==> config.mk <==
export PLATFORM = sky130hd
export DESIGN_NAME = pipe_stage_reg
export DESIGN_NICKNAME = d
export VERILOG_FILES = /design/src/rtl/pipe_stage_reg.sv
export SDC_FILE = /design/constraint.sdc
export NUM_CORES = 1
export LEC_CHECK = 0
export BUFFER_PORTS_ARGS = -buffer_cell sky130_fd_sc_hd__buf_2
export CAP_MARGIN = 25
export CORE_MARGIN = 3
export CORE_UTILIZATION = 30
export DETAILED_ROUTE_END_ITERATION = 7
export GPL_TIMING_DRIVEN = 0
export HOLD_SLACK_MARGIN = 0.15
export PLACE_DENSITY = 0.55
export SETUP_SLACK_MARGIN = 0.15
export SLEW_MARGIN = 20
export SYNTH_ARGS = -nofsm -noshare
export SYNTH_HDL_FRONTEND = slang
export SYNTH_SLANG_ARGS = --single-unit
==> constraint.sdc <==
create_clock -name clk -period 2.1 [get_ports clk]
set_input_delay 0.21 -clock clk [delete_from_list [all_inputs] [get_ports clk]]
set_output_delay 0.21 -clock clk [all_outputs]
set_load 0.01 [all_outputs]
==> src/rtl/pipe_stage_reg.sv <==
// pipe_stage_reg: one-entry pipeline stage register with valid/ready handshake,
// flush, and a saturating stall counter.
// With SKID_BUFFER_EN defined, a second (skid) entry is added.
// In that build in_ready depends only on registered state, so there is no
// combinational path from out_ready to in_ready.
module pipe_stage_reg #(
   parameter int               WIDTH     = 32,
   parameter logic [WIDTH-1:0] RESET_VAL = '0,
   parameter int               CNT_W     = 8
) (
   input  logic             clk,
   input  logic             reset,
   input  logic             flush,
   input  logic             in_valid,
   input  logic [WIDTH-1:0] in_data,
   output logic             in_ready,
   output logic             out_valid,
   output logic [WIDTH-1:0] out_data,
   input  logic             out_ready,
   output logic [CNT_W-1:0] stall_cnt,
   input  logic             stall_clr
);

   // SKID is only reachable when the skid entry is built in
   typedef enum logic [1:0] {
      EMPTY = 2'd0,
      FULL  = 2'd1,
      SKID  = 2'd2
   } state_t;

   state_t           state_reg, state_next;
   logic [WIDTH-1:0] data_reg, data_next;
   logic [CNT_W-1:0] cnt_reg, cnt_next;
   logic             in_xfer, out_xfer;

`ifdef SKID_BUFFER_EN
   logic [WIDTH-1:0] skid_reg, skid_next;
   logic             skid_valid;

   assign skid_valid = (state_reg == SKID);
   // Accept whenever the skid slot is free; flush always drains the beat
   assign in_ready   = flush || !skid_valid;
`else
   // Combinational ready: space exists now or the held beat leaves this edge
   assign in_ready   = flush || !out_valid || out_ready;
`endif

   assign out_valid = (state_reg != EMPTY);
   assign out_data  = data_reg;
   assign stall_cnt = cnt_reg;
   assign in_xfer   = in_valid && in_ready;
   assign out_xfer  = out_valid && out_ready;

   // Next-state and payload selection; flush overrides every transfer
   always_comb begin
      state_next = state_reg;
      data_next  = data_reg;
`ifdef SKID_BUFFER_EN
      skid_next  = skid_reg;
`endif
      if (flush) begin
         state_next = EMPTY;
         data_next  = RESET_VAL;
      end else begin
         case (state_reg)
            EMPTY: begin
               if (in_xfer) begin
                  state_next = FULL;
                  data_next  = in_data;
               end
            end
            FULL: begin
               if (out_xfer && in_xfer) begin
                  data_next = in_data;
               end else if (out_xfer) begin
                  // out_data intentionally keeps the last value
                  state_next = EMPTY;
`ifdef SKID_BUFFER_EN
               end else if (in_xfer) begin
                  // downstream stalled: park the new beat behind the held one
                  state_next = SKID;
                  skid_next  = in_data;
`endif
               end
            end
`ifdef SKID_BUFFER_EN
            SKID: begin
               if (out_xfer) begin
                  state_next = FULL;
                  data_next  = skid_reg;
               end
            end
`endif
            default: begin
               state_next = EMPTY;
               data_next  = RESET_VAL;
            end
         endcase
      end
   end

   // Stall counter: clear wins over increment, saturates at all-ones
   always_comb begin
      cnt_next = cnt_reg;
      if (stall_clr) begin
         cnt_next = '0;
      end else if (out_valid && !out_ready && !flush && (cnt_reg != {CNT_W{1'b1}})) begin
         cnt_next = cnt_reg + CNT_W'(1);
      end
   end

   // State registers; reset discards any payload in flight
   always_ff @(posedge clk) begin
      if (reset) begin
         state_reg <= EMPTY;
         data_reg  <= RESET_VAL;
         cnt_reg   <= '0;
`ifdef SKID_BUFFER_EN
         skid_reg  <= RESET_VAL;
`endif
      end else begin
         state_reg <= state_next;
         data_reg  <= data_next;
         cnt_reg   <= cnt_next;
`ifdef SKID_BUFFER_EN
         skid_reg  <= skid_next;
`endif
      end
   end

endmodule
## Yosys cells after proc, flatten, opt, wreduce, memory -nomap -nowiden

Index checks and enable logic that the tools add are counted.

| storage, ports and cells | value |
|---|---|
| ROM bits | 0 |
| input port bits | 38 |
| memories kept | 0 |
| logic and storage cells | 34 |
| memory bits (writable) | 0 |
| register bits after elaboration | 42 |
| latch bits | 0 |

| operators by class | value |
|---|---|
| reductions and logical operators | 17 |
| mux-type cells | 7 |
| shift-type cells | 0 |
| divide/modulo/power cells | 0 |
| bitwise gates (word level) | 0 |
| add/sub/neg operators | 1 |
| $mul | 0 |
| eq/ne operators | 6 |
| magnitude comparators | 0 |

Operator list:

| cell | number |
|---|---|
| $mux W32 | 2 |
| $pmux W32 S2 | 1 |
| $add A8 B1 Y8 const B | 1 |
| $ne A2 B2 Y1 const B | 4 |
| $ne A8 B8 Y1 const B | 1 |
| $logic_and A1 B1 Y1 | 6 |
| $mux W2 | 3 |
| $pmux W2 S2 | 1 |
| $reduce_or A2 Y1 | 2 |
| $logic_not A1 Y1 | 3 |
| $reduce_and A3 Y1 | 1 |
| $eq A2 B1 Y1 const B | 1 |
| $logic_not A2 Y1 | 1 |
| $logic_or A1 B1 Y1 | 2 |
| $reduce_and A2 Y1 | 1 |
| $reduce_bool A2 Y1 | 1 |

## Logic depth before layout (Yosys ltp)

| logic depth | value |
|---|---|
| word-level depth | 8 |
| depth in mapped cells | 6 |
| gate-level depth less buffers | 5 |

## Worst setup path before layout

No wires, ideal clock.

| path | value |
|---|---|
| kind | register -> register |
| start point | reg cnt_reg[0] (netlist: stall_cnt[0]) |
| end point | reg cnt_reg[1] (netlist: stall_cnt[1]) |
| setup slack | 0.673 ns |
| required time | 1.976 ns |
| arrival time | 1.303 ns |
| period minus slack after synthesis | 1.427 ns |
| path buffers | 0 |
| cell stages (with the launch flop) | 6 |
| library setup time | 0.124 ns |
| path through | dfxtp_1 -> ha_1 -> nand3_1 -> o21ai_0 -> mux2i_1 -> nor2_1 |

| between the ends | value |
|---|---|
| cells in the longest elaborated chain, start to end | 2 |
| elaborated cells on any way between the ends | 3 |
| classes of those cells | 1 x add/sub; 1 x eq/ne; 1 x reduce/logical |

RTL lines:

| what | line | source |
|---|---|---|
| start, declared | 33 | `logic [CNT_W-1:0] cnt_reg, cnt_next;` |
| start signal, assigned | 124 | `cnt_reg <= cnt_next;` |
| branches (longest 2 deep; another with $add A8 B1 Y8) | -- |  |

Several ways; the timed one is not identified.
A chain may end at the register's enable or synchronous reset.

## Worst setup path after layout

Same ends and word-level chain as after synthesis.

==> out/metrics.sh <==
RESULT_OF_THE_RUN='finished clean'
FINAL_NET_COUNT=331
TIMING.FINAL.MAX_SLEW_VIOLATIONS=0
POSTROUTEWIRELENGTH_UM=3891
MOSTFREQUENTLAYOUTCELL='buf_2'
TOP_LEVEL_PORTS=80
MIN_PATH_TYPE='in2reg'
FIN_SKEW_NS=0.001953
SETUP_REPAIR_AFTER_GLOBAL_ROUTING_MISSED_ITS_MARGIN='false'
P_INT_uW=1117
MIN_PERIOD_NS=1.504
POST-CTS-SETUP-BUFFERS=0
SYNTH.YOSYS.WARNINGS=0
SWITCHING_SHARE=0.2346
SYNTH-SEQ-AREA-SHARE=0.5377
WORSTMARGINPINSLEW_NS=0.4663
GRT_MAX_DEGREE=12
WORST_SETUP_PATH_START_KIND='register'
LARGEST_REGISTER_FF_COUNT=32
NFILLCELLS=511
CRIT_FANOUT=5
DIODES=0
VIASPERCELL=4.261
FINISH.UTILIZATION=0.4683
SYN_INST=189
HEADROOM_TO_THE_MAX_SLEW_LIMIT=0.6891
GP_CONGESTION=0.6825
FINALHOLDVIOLCOUNT=0
CTS_INSERTED_BUFFERS=5
TIMING.CRITICAL_PATH.TO_TYPE='register'
SYNTHDOMINANTCELLAREASHARE=0.5377
PLACEMENTROWS=25
SYN-MEAN-INSTANCE-AREA_UM2=8.077
CELLLEAKAGEPOWER_uW=0.001049
GLOBAL_ROUTE.USAGE.TOTAL=0.1271
SYNTH_EDF_COUNT=0
FF_LATCH_AREA_UM2=820.8
PWR-SHARE-SEQ=0.553
DRT.ANTENNA.VIOLATING_NETS=0
SYN_TO_FINAL_GROWTH_PCT=47.79
DETAIL_ROUTE.WL_PER_CELL_UM=10.81
P_SWITCHING_uW=342.2
POST_PLACE_SETUP_SLACK_NS=0.6242
FINAL_LAYOUT_SIZE_SUFFIX_GT1_FRAC=0.3140
H-TREE-DEPTH=2
WORST_SLACK_NS=0.5955
SYNTH_FP_NETS=228
DRT_PRE_ANTENNA_ITERS=4
PLACED_WIRE_LENGTH_ESTIMATE_UM=2737
LAYOUT.CELLS.MOST_COMMON_LIST='buf_2, nand2_1, dfxtp_1'
GRT_ANTENNA_BEFORE_REPAIR=0
CLOCK_TRANSITION_AT_THE_REGISTERS_OF_THE_REPORTED_PATHS_NS=0.07
CORE_AREA_MM2=0.004817
FIN_CRIT_SH=0.7164
MAXCAPVIOLATIONS=0
MAX_CLOCK_FREQ_MHz=664.7
CLOCK_PATH_BUFFERS=2
TNS_NS=0
EFFECTIVE_UTILIZATION_AT_FLOORPLAN=0.3169
MAPPEDNETLISTAREA_MM2=0.001526
COMBINATIONALPOWERSHARE=0.116
VIA_COUNT=1534
DIE_W_UM=77.33
WORSTSKEWPAIRLATENCY_NS=0.28
DESIGN.DIE.AREA_MM2=0.005980
NETLIST_TOP_CELLS_AREA='dfxtp_1, nand2_1, a21oi_1'
SETUP_VIOLATIONS=0
CP.ARRIVAL_NS=1.67
PEAK_SUPPLY_DROP_mV=0.4150
POWER_PER_CELL_AREA_mW_PER_MM2=646.8
ASYNCSETRESETFLOPFRACSYNTH=0
PLACEMENT.IO_BUFFERS=79
CTS-ROOT-BUF='clkbuf_8'
SYNTH_FF_TYPE='dfxtp_1'
DIE_Y_UM=77.33
CLASSIFICATION_OF_THE_WORST_SETUP_PATH='reg2reg'
CTS_SINKS=41
TRITONCTS='done'
TIMING.CRITICAL_PATH.REQUIRED_NS=2.26
GRT_PASS1_WL_UM=6203
SYNTH-SEQ-CELLS=41
YOSYS.AREA.TOP_TYPE='dfxtp_1'
GRT_PASS1_VIAS=1375
DRC=0
MULTIINPUTGATEAREA_UM2=645.6
FINAL_GLOBAL_ROUTE_OVERFLOW_TOTAL=0
CLOCKPOWERSHARE=0.330
DRT_FIRST_ITER_VIOLATIONS=29
YS_TYPES=27
-- worst paths after layout --
kind | start | endpoint | slack [ns] | cells after the start
hold / removal | in_data[16] | out_data[16]$_SDFFE_PP0P_ | 0.16 | 3
setup reg to reg | stall_cnt[0]$_SDFFE_PP0P_ | stall_cnt[1]$_SDFFE_PP0P_ | 0.60 | 5
setup / recovery | stall_cnt[0]$_SDFFE_PP0P_ | stall_cnt[1]$_SDFFE_PP0P_ | 0.60 | 5
hold reg to reg | out_data[14]$_SDFFE_PP0P_ | out_data[14]$_SDFFE_PP0P_ | 0.45 | 2
-- cell usage after synthesis, drive strengths merged (2+ instances only) --
cell type	n
or3	2
o211ai	2
dfxtp	41
xor2	4
buf	4
nand4	2
clkbuf	8
inv	3
o21ai	3
nor2	5
or2	2
nand2	67
a21oi	35
-- cell type report --
cell class                 count  area share
tap                           67     0.03716
buffer                        12     0.02163
inverter                       3    0.004992
timing repair buffer          96      0.2507
clock buffer                   8     0.03550
sequential                    41      0.3638
multi-input combinational    133      0.2862
-- critical path: stages, from the launching register on --
cell	delay, ns
dfxtp_1	0.38
ha_1	0.18
nand3_1	0.18
o21ai_0	0.37
mux2i_1	0.22
nor2_1	0.05
-- timing repair --
item	4_1_cts	5_1_grt
hold buffers	16	1
hold endpoints to repair	16	1
gates resized for setup	0	0
-- power by group through the flow --
stage | Clock (uW) | Combinational (uW) | Sequential (uW)
global placement | 0 | 149 | 825
global route | 551 | 191 | 810
CTS | 515 | 171 | 807
finish | 482 | 170 | 807
floorplan | 0 | 63.5 | 835
detailed placement | 0 | 148 | 825
-- metal layers --
| layer | global-route usage | part of all wire | wire length (um) |
|---|---|---|---|
| met1 | 0.1633 | 0.48 | 1854 |
| met2 | 0.2003 | 0.45 | 1741 |
| met3 | 0.03828 | 0.068 | 264 |
| met4 | 0.04804 | 0.0080 | 31 |
| met5 | 0 | 0 | 0 |
-- stage by stage --
stage	hold slack (ns)	total power (uW)	std cells	cell area [um2]
global placement	0.4397	973.3	335	2006
finish	0.1616	1459	360	2256
floorplan	0.3395	898.7	189	1526
detailed placement	0.4439	973.6	335	2006
global route	0.1584	1552	360	2256
CTS	0.1503	1493	359	2246
-- cell families after synthesis --
family                     count (synthesis)  synth area share
and+or+nand+nor                           85            0.2385
AOI/OAI and AO/OA                         42            0.1467
DFF                                       41            0.5377
buffers and inverters                     15           0.03934
xor gates and xnor gates                   4           0.02295
muxes                                      1          0.006558
adders and majority gates                  1          0.008195
Note: power is estimated with default switching activity, not from simulation.
